[src/rtl/snake_dir_ctrl_pkg.sv]
// Shared constants for the snake direction controller: direction codes, game-state codes, queue depth.
// Latency: n/a (definitions only).
// Backpressure: n/a. Queue depth is set by SNAKE_DIR_QUEUE_EN (defined: 2 entries, undefined: 1 entry).

`ifndef DIR_OPPOSITE
  // Codes are chosen so that flipping bit 1 gives the opposite heading.
  `define DIR_OPPOSITE(d) ((d) ^ 2'b10)
`endif

package snake_dir_ctrl_pkg;

  localparam int DIR_W   = 2;
  localparam int STATE_W = 3;

  // LEFT<->RIGHT and TOP<->DOWN differ only in bit 1.
  localparam logic [DIR_W-1:0] DIR_LEFT  = 2'd0;
  localparam logic [DIR_W-1:0] DIR_TOP   = 2'd1;
  localparam logic [DIR_W-1:0] DIR_RIGHT = 2'd2;
  localparam logic [DIR_W-1:0] DIR_DOWN  = 2'd3;

  localparam logic [STATE_W-1:0] STATE_MENU   = 3'd0;
  localparam logic [STATE_W-1:0] STATE_INGAME = 3'd1;
  localparam logic [STATE_W-1:0] STATE_PAUSE  = 3'd2;
  localparam logic [STATE_W-1:0] STATE_OVER   = 3'd3;

`ifdef SNAKE_DIR_QUEUE_EN
  localparam int Q_DEPTH = 2;
`else
  localparam int Q_DEPTH = 1;
`endif

  typedef enum logic {
    ST_IDLE = 1'b0,
    ST_RUN  = 1'b1
  } state_t;

  function automatic logic [DIR_W-1:0] dir_opposite(input logic [DIR_W-1:0] d);
    return `DIR_OPPOSITE(d);
  endfunction

endpackage

[src/rtl/snake_dir_ctrl_if.sv]
// Bundle of button inputs, step strobe, game state and the resulting direction outputs.
// Latency: n/a (wiring only).
// Backpressure: none; all signals are level/strobe, the consumer samples direction every step.

interface snake_dir_ctrl_if;
  import snake_dir_ctrl_pkg::*;

  logic [3:0]         btn_raw;      // {up,right,down,left}
  logic               update_tick;
  logic [STATE_W-1:0] game_state;
  logic [DIR_W-1:0]   direction;
  logic               dir_changed;
  logic [1:0]         pending_cnt;

  modport master (
    output btn_raw, update_tick, game_state,
    input  direction, dir_changed, pending_cnt
  );

  modport slave (
    input  btn_raw, update_tick, game_state,
    output direction, dir_changed, pending_cnt
  );
endinterface

[src/rtl/snake_dir_ctrl_btn_debounce.sv]
// One push-button: 2-FF synchroniser, stability counter, rising-edge pulse of the debounced level.
// Latency: raw edge to press pulse is 2 + DEBOUNCE_CYCLES cycles.
// Backpressure: none; a press is a single-cycle pulse that is either consumed or lost.

module btn_debounce #(
  parameter int DEBOUNCE_CYCLES = 250000,
  parameter int CNT_W           = 18
) (
  input  logic vga_clk,
  input  logic reset_p,
  input  logic raw,
  output logic press
);

  logic [1:0]       sync;
  logic             level;
  logic             level_d;
  logic [CNT_W-1:0] cnt;

  // Bring the asynchronous button level into the vga_clk domain.
  always_ff @(posedge vga_clk or posedge reset_p) begin
    if (reset_p) sync <= 2'b00;
    else         sync <= {sync[0], raw};
  end

  // Accept a new level only after it has differed from the current one for DEBOUNCE_CYCLES samples.
  always_ff @(posedge vga_clk or posedge reset_p) begin
    if (reset_p) begin
      level <= 1'b0;
      cnt   <= '0;
    end else if (sync[1] == level) begin
      cnt <= '0;
    end else if (cnt == CNT_W'(DEBOUNCE_CYCLES - 1)) begin
      level <= ~level;
      cnt   <= '0;
    end else begin
      cnt <= cnt + CNT_W'(1);
    end
  end

  // Remember the previous debounced level for edge detection.
  always_ff @(posedge vga_clk or posedge reset_p) begin
    if (reset_p) level_d <= 1'b0;
    else         level_d <= level;
  end

  assign press = level & ~level_d;

endmodule

[src/rtl/snake_dir_ctrl.sv]
// Turns four debounced buttons into the snake heading, queueing turns and applying one per update_tick.
// Latency: press to queue 1 cycle; tick to direction/dir_changed 1 cycle. SNAKE_DIR_QUEUE_EN selects a 2-deep queue.
// Backpressure: none upstream; a press arriving while the queue is full (and nothing pops) is dropped.

module snake_dir_ctrl
  import snake_dir_ctrl_pkg::*;
#(
  parameter int               DEBOUNCE_CYCLES = 250000,
  parameter int               CNT_W           = 18,
  parameter logic [DIR_W-1:0] INIT_DIR        = DIR_RIGHT
) (
  input logic             vga_clk,
  input logic             reset_p,
  snake_dir_ctrl_if.slave bus
);

  logic [3:0] press;

  for (genvar i = 0; i < 4; i++) begin : g_btn
    btn_debounce #(
      .DEBOUNCE_CYCLES(DEBOUNCE_CYCLES),
      .CNT_W          (CNT_W)
    ) u_deb (
      .vga_clk(vga_clk),
      .reset_p(reset_p),
      .raw    (bus.btn_raw[i]),
      .press  (press[i])
    );
  end

  state_t                         state, state_nxt;
  logic [Q_DEPTH-1:0][DIR_W-1:0]  q, q_nxt;
  logic [1:0]                     cnt, cnt_nxt;
  logic [DIR_W-1:0]               dir_q, dir_nxt;
  logic                           chg_q, chg_nxt;
  logic                           run;
  logic                           accept;
  logic [DIR_W-1:0]               cand;
  logic [DIR_W-1:0]               ref_dir;

  // State, queue and heading registers.
  always_ff @(posedge vga_clk or posedge reset_p) begin
    if (reset_p) begin
      state <= ST_IDLE;
      q     <= '0;
      cnt   <= 2'd0;
      dir_q <= INIT_DIR;
      chg_q <= 1'b0;
    end else begin
      state <= state_nxt;
      q     <= q_nxt;
      cnt   <= cnt_nxt;
      dir_q <= dir_nxt;
      chg_q <= chg_nxt;
    end
  end

  // Next state, arbitration, pop-then-push queue update and apply.
  always_comb begin
    state_nxt = state;
    q_nxt     = q;
    cnt_nxt   = cnt;
    dir_nxt   = dir_q;
    chg_nxt   = 1'b0;
    run       = 1'b0;
    accept    = 1'b0;
    ref_dir   = dir_q;

    // Up wins over right over down over left; the rest are dropped.
    cand = DIR_LEFT;
    if      (press[3]) cand = DIR_TOP;
    else if (press[2]) cand = DIR_RIGHT;
    else if (press[1]) cand = DIR_DOWN;

    // Entry into the game takes effect in the same cycle, as does leaving it.
    case (state)
      ST_IDLE: if (bus.game_state == STATE_INGAME) begin
        state_nxt = ST_RUN;
        run       = 1'b1;
      end
      ST_RUN: if (bus.game_state != STATE_INGAME) state_nxt = ST_IDLE;
              else run = 1'b1;
    endcase

    if (!run) begin
      cnt_nxt = 2'd0;
      dir_nxt = INIT_DIR;
    end else begin
      // Pop first so a same-cycle push sees the post-pop queue and new heading.
      if (bus.update_tick && cnt != 2'd0) begin
        dir_nxt = q[0];
        chg_nxt = 1'b1;
`ifdef SNAKE_DIR_QUEUE_EN
        q_nxt[0] = q[1];
        cnt_nxt  = cnt - 2'd1;
`else
        cnt_nxt  = 2'd0;
`endif
      end

`ifdef SNAKE_DIR_QUEUE_EN
      if      (cnt_nxt == 2'd2) ref_dir = q_nxt[1];
      else if (cnt_nxt == 2'd1) ref_dir = q_nxt[0];
      else                      ref_dir = dir_nxt;
`else
      ref_dir = dir_nxt;
`endif

      accept = (|press) && (cand != ref_dir) && (cand != dir_opposite(ref_dir));

`ifdef SNAKE_DIR_QUEUE_EN
      if (accept && cnt_nxt != 2'd2) begin
        q_nxt[cnt_nxt[0]] = cand;
        cnt_nxt           = cnt_nxt + 2'd1;
      end
`else
      // Single slot: the latest accepted turn replaces any pending one.
      if (accept) begin
        q_nxt[0] = cand;
        cnt_nxt  = 2'd1;
      end
`endif
    end
  end

  assign bus.direction   = dir_q;
  assign bus.dir_changed = chg_q;
  assign bus.pending_cnt = cnt;

endmodule

[src/flat_wrapper.sv]
// flat-port wrapper written by rule: the top's interface ports become plain ports
module snake_dir_ctrl_flat import snake_dir_ctrl_pkg::*;
#(
  parameter int               DEBOUNCE_CYCLES = 250000,
  parameter int               CNT_W           = 18,
  parameter logic [DIR_W-1:0] INIT_DIR        = DIR_RIGHT
)
  (vga_clk, reset_p, bus_btn_raw, bus_update_tick, bus_game_state, bus_direction, bus_dir_changed, bus_pending_cnt);
  snake_dir_ctrl_if bus_i ();
  input logic vga_clk;
  input logic reset_p;
  input wire logic [$bits(bus_i.btn_raw)-1:0] bus_btn_raw;
  input wire logic [$bits(bus_i.update_tick)-1:0] bus_update_tick;
  input wire logic [$bits(bus_i.game_state)-1:0] bus_game_state;
  output wire logic [$bits(bus_i.direction)-1:0] bus_direction;
  output wire logic [$bits(bus_i.dir_changed)-1:0] bus_dir_changed;
  output wire logic [$bits(bus_i.pending_cnt)-1:0] bus_pending_cnt;
  assign bus_i.btn_raw = bus_btn_raw;
  assign bus_i.update_tick = bus_update_tick;
  assign bus_i.game_state = bus_game_state;
  assign bus_direction = bus_i.direction;
  assign bus_dir_changed = bus_i.dir_changed;
  assign bus_pending_cnt = bus_i.pending_cnt;
  snake_dir_ctrl #(.DEBOUNCE_CYCLES(DEBOUNCE_CYCLES), .CNT_W(CNT_W), .INIT_DIR(INIT_DIR)) u_core (.vga_clk(vga_clk), .reset_p(reset_p), .bus(bus_i));
endmodule
[config.mk]
export PLATFORM = sky130hd
export DESIGN_NAME = snake_dir_ctrl_flat
export DESIGN_NICKNAME = d
export VERILOG_FILES = /design/src/rtl/snake_dir_ctrl_pkg.sv /design/src/rtl/snake_dir_ctrl_if.sv /design/src/rtl/snake_dir_ctrl_btn_debounce.sv /design/src/rtl/snake_dir_ctrl.sv /design/src/flat_wrapper.sv
export SDC_FILE = /design/constraint.sdc
export NUM_CORES = 1
export LEC_CHECK = 0
export BUFFER_PORTS_ARGS = -buffer_cell sky130_fd_sc_hd__buf_2
export CAP_MARGIN = 20
export CORE_AREA = 2 2 104 106
export DETAILED_ROUTE_END_ITERATION = 10
export DIE_AREA = 0 0 106 108
export SLEW_MARGIN = 20
export SYNTH_ARGS = -nofsm -noshare
export SYNTH_HDL_FRONTEND = slang
export SYNTH_SLANG_ARGS = --single-unit
[constraint.sdc]
create_clock -name vga_clk -period 9.7 [get_ports vga_clk]
set_input_delay 2.91 -clock vga_clk [delete_from_list [all_inputs] [get_ports vga_clk]]
set_output_delay 2.91 -clock vga_clk [all_outputs]
set_load 0.05 [all_outputs]
==> results.tsv <==
stage	metric	value	unit
routing	antenna_left	0	
power	pwr_density_cell	151	nW/um2
synth	synth_top_area_share	53.6	%
timing	fin_crit	4040	ps
global_routing	grt_pass1_vias	2683	
final_layout	regArea	2350	um2
synth	synth_cell_types	40	
hold_path	whs_path_depth	0	
clock_network	cts_buffers	9	
synth	netlist_area	4340	um2
critical_path	worstRegToRegCells	5	
global_routing	grt_pass1_wl	12500	um
final_layout	nFillCells	955	
timing	drv_slew	0	
routing	drc_errors	0	
global_routing	grt_max_degree	73	
critical_path	crit_slowest_cell	dfstp_2	
synth	syn_nets	427	
routing	wl_per_cell	12.1	um
routing	vias	2711	
clock_network	ctsResizeCount	0	
global_routing	grtUsageTotal	13.7	%
floorplanning	initial_core_util	42.5	%
final_layout	num_antenna_cells	0	
clock_network	post-cts-setup-buffers	0	
synth	netlist_instances	413	
critical_path	cp-end-kind	output port	
timing	timing.hold.ws	355	ps
critical_path	start_kind	register	
floorplanning	coreArea	10200	um2
power	vdd_drop_max	67.1	uV
critical_path	critical_path_class	reg2out	
timing	setup_viol	0	
clock_network	clock-root-buffer	clkbuf_8	
timing	slew_headroom	42.6	%
synth	async_reset_ff_share	100	%
routing	dr.pass1.iters	4	
synth	yosys_warnings	0	
timing	tightest_slew	862	ps
synth	synthFlopType	dfrtp_1	
final_layout	fin_nets	439	
placed_design	dpl.hpwl	4560	um
floorplanning	num_rows	37	
timing	period_share	41.6	%
floorplanning	die_w	106	um
routing	drtIter0Drc	75	
synth	synth-seq-cells	94	
placed_design	dp_cells	550	
critical_path	path_buf_inv	1	
clock_network	htree_levels	3	
final_layout	multi_input_area	1840	um2
final_layout	final_cells	566	
floorplanning	ios	15	
global_routing	grt_remaining_overflow	0	
critical_path	cp.depth	1	
synth	ys_seq_area_share	54.2	%
critical_path	critical_path_arrival	1130	ps
placed_design	globalplace.congestion	0.755	
job	maxCapViolCount	0	
final_layout	layout-drive-gt1-share	11.2	%
final_layout	syn_to_final_growth	8.27	%
timing	grt_setup_unrepaired	no	
timing	finalSetupTns	0	ps
critical_path	critical_path_required	6790	ps
power	p_leak	2.10	nW
critical_path	path_delay_family	flip-flops	
timing	finClkSkew	5.83	ps
clock_network	cts_max_path_buffers	2	
timing	fmaxAchievable	248	MHz
hold_path	min_path_type	reg2reg	
synth	synth_area_leaders	dfrtp_1 (54%), xnor2_1 (7.3%), nor2_1 (7.0%)	
clock_network	cts_num_sinks	94	
critical_path	crit_chain	buf_2	
clock_network	clkTransAtPathRegs	90	ps
routing	wl	6830	um
clock_network	cts_tree	built	
routing	post_drt_via_cell_ratio	4.79	
timing	hold_violations	0	
synth	syn_area_per_cell	10.5	um2
global_routing	antenna_found_initial	0	
run_status	outcome	finished clean	
clock_network	insertion_delay	350	ps
floorplanning	dieHeight	108	um
critical_path	worst_path_largest_cell_delay	530	ps
placed_design	numPortBuffers	13	
synth	yosysTopAreaCell	dfrtp_1	
critical_path	rrSetupSlack	7710	ps
floorplanning	dieArea	11400	um2
critical_path	critPathMaxFanout	2	
clock_network	holdBufCountCts	0	
synth	synth_edf_count	0	
[where the power goes]
part           internal (mW)  switching (mW)
sequential             0.397         0.00375
combinational        0.00611          0.0169
clock                  0.152           0.134
total                  0.555           0.155
[layout by cell type, fill, tap and decap left out, drive strengths merged, types with 6 or more instances in the layout]
cell type,Yosys,layout
dfrtp,93,93
nor2,82,82
xnor2,36,36
xor2,33,33
nand2,30,30
nand3,22,22
and3,15,15
buf,12,14
inv,11,11
nor3,10,10
clkbuf,1,10
nor4,10,10
nand2b,7,7
and4,7,7
nand3b,6,6
[final cells by class]
| cell class | instances | area share (%) |
|---|---|---|
| flip-flops and latches | 94 | 50.0 |
| multi-input cells | 295 | 39.2 |
| well taps | 136 | 3.62 |
| clock buffers | 10 | 2.93 |
| clock inverters | 6 | 1.78 |
| repair buffers | 14 | 1.54 |
| inverters | 11 | 0.904 |
[metal layers]
layer  GRT usage [%]  up-vias  part of all wire [%]
li1                -     1375                     -
met1            18.6     1300                    51
met2            21.2       25                    44
met3            2.59       11                   2.4
met4            6.77        0                   2.0
met5               0        -                     0
[flip-flops by register name, indices dropped and copies added, names as in the netlist]
signal and cells:
u_core.g_btn.u_deb.level 4, u_core.q 2, u_core.bus.pending_cnt 1, u_core.bus.direction 2
u_core.bus.dir_changed 1, u_core.g_btn.u_deb.level_d 4, u_core.g_btn.u_deb.sync 8, u_core.g_btn.u_deb.cnt 72
[cell usage after synthesis (2+ instances only)]
cell      number
and4_1         7
dfrtp_1       93
o21ai_0        4
nand2_1       30
buf_6          4
nor2_1        81
buf_4          7
nand3_2        2
nor4b_1        3
nor4_4         2
xnor2_1       36
nand3_1       20
nor4_2         2
nand2b_1       7
inv_1         11
and3_1        14
nand3b_1       6
ha_1           4
nand4_1        5
xor2_1        33
nor3_1        10
mux2_2         4
nor4_1         6
nor2b_1        5
or2_1          2
[kinds of logic after synthesis]
logic type,Yosys count,share of synthesized area (%)
AO/OA/AOI/OAI,7,1.04
XOR/XNOR,69,13.9
adder cells (fa/ha/maj),4,1.15
buffers and inverters,24,3.40
flip-flops,94,54.2
multiplexers,5,1.27
other,1,0.0863
AND/OR/NAND/NOR,209,25.0
[path summary, 6_finish.rpt]
path	start	to
max in group asynchronous	reset_p	u_core.g_btn[2].u_deb.cnt[1]
worst min-delay path	u_core.g_btn[2].u_deb.sync[0]	u_core.g_btn[2].u_deb.sync[1]
worst max-delay path	u_core.bus.direction[1]	bus_direction[1]
worst min register to register	u_core.g_btn[2].u_deb.sync[0]	u_core.g_btn[2].u_deb.sync[1]
worst max register to register	u_core.g_btn[3].u_deb.cnt[0]	u_core.g_btn[3].u_deb.cnt[15]
min in group asynchronous	reset_p	u_core.g_btn[0].u_deb.cnt[11]
[through the flow]
step | utilization [%] | worst slack, ps | cell area [um2] | total power, mW
global placement | 43.8 | 5510 | 4480 | 0.432
floorplan | - | 4340 | 4340 | 0.428
finish | 46.0 | 5660 | 4700 | 0.710
global route | 46.0 | 5630 | 4700 | 0.742
detailed placement | 43.8 | 5440 | 4480 | 0.433
CTS | 46.0 | 5640 | 4700 | 0.721
No activity file was read; power rests on OpenSTA's default activity.
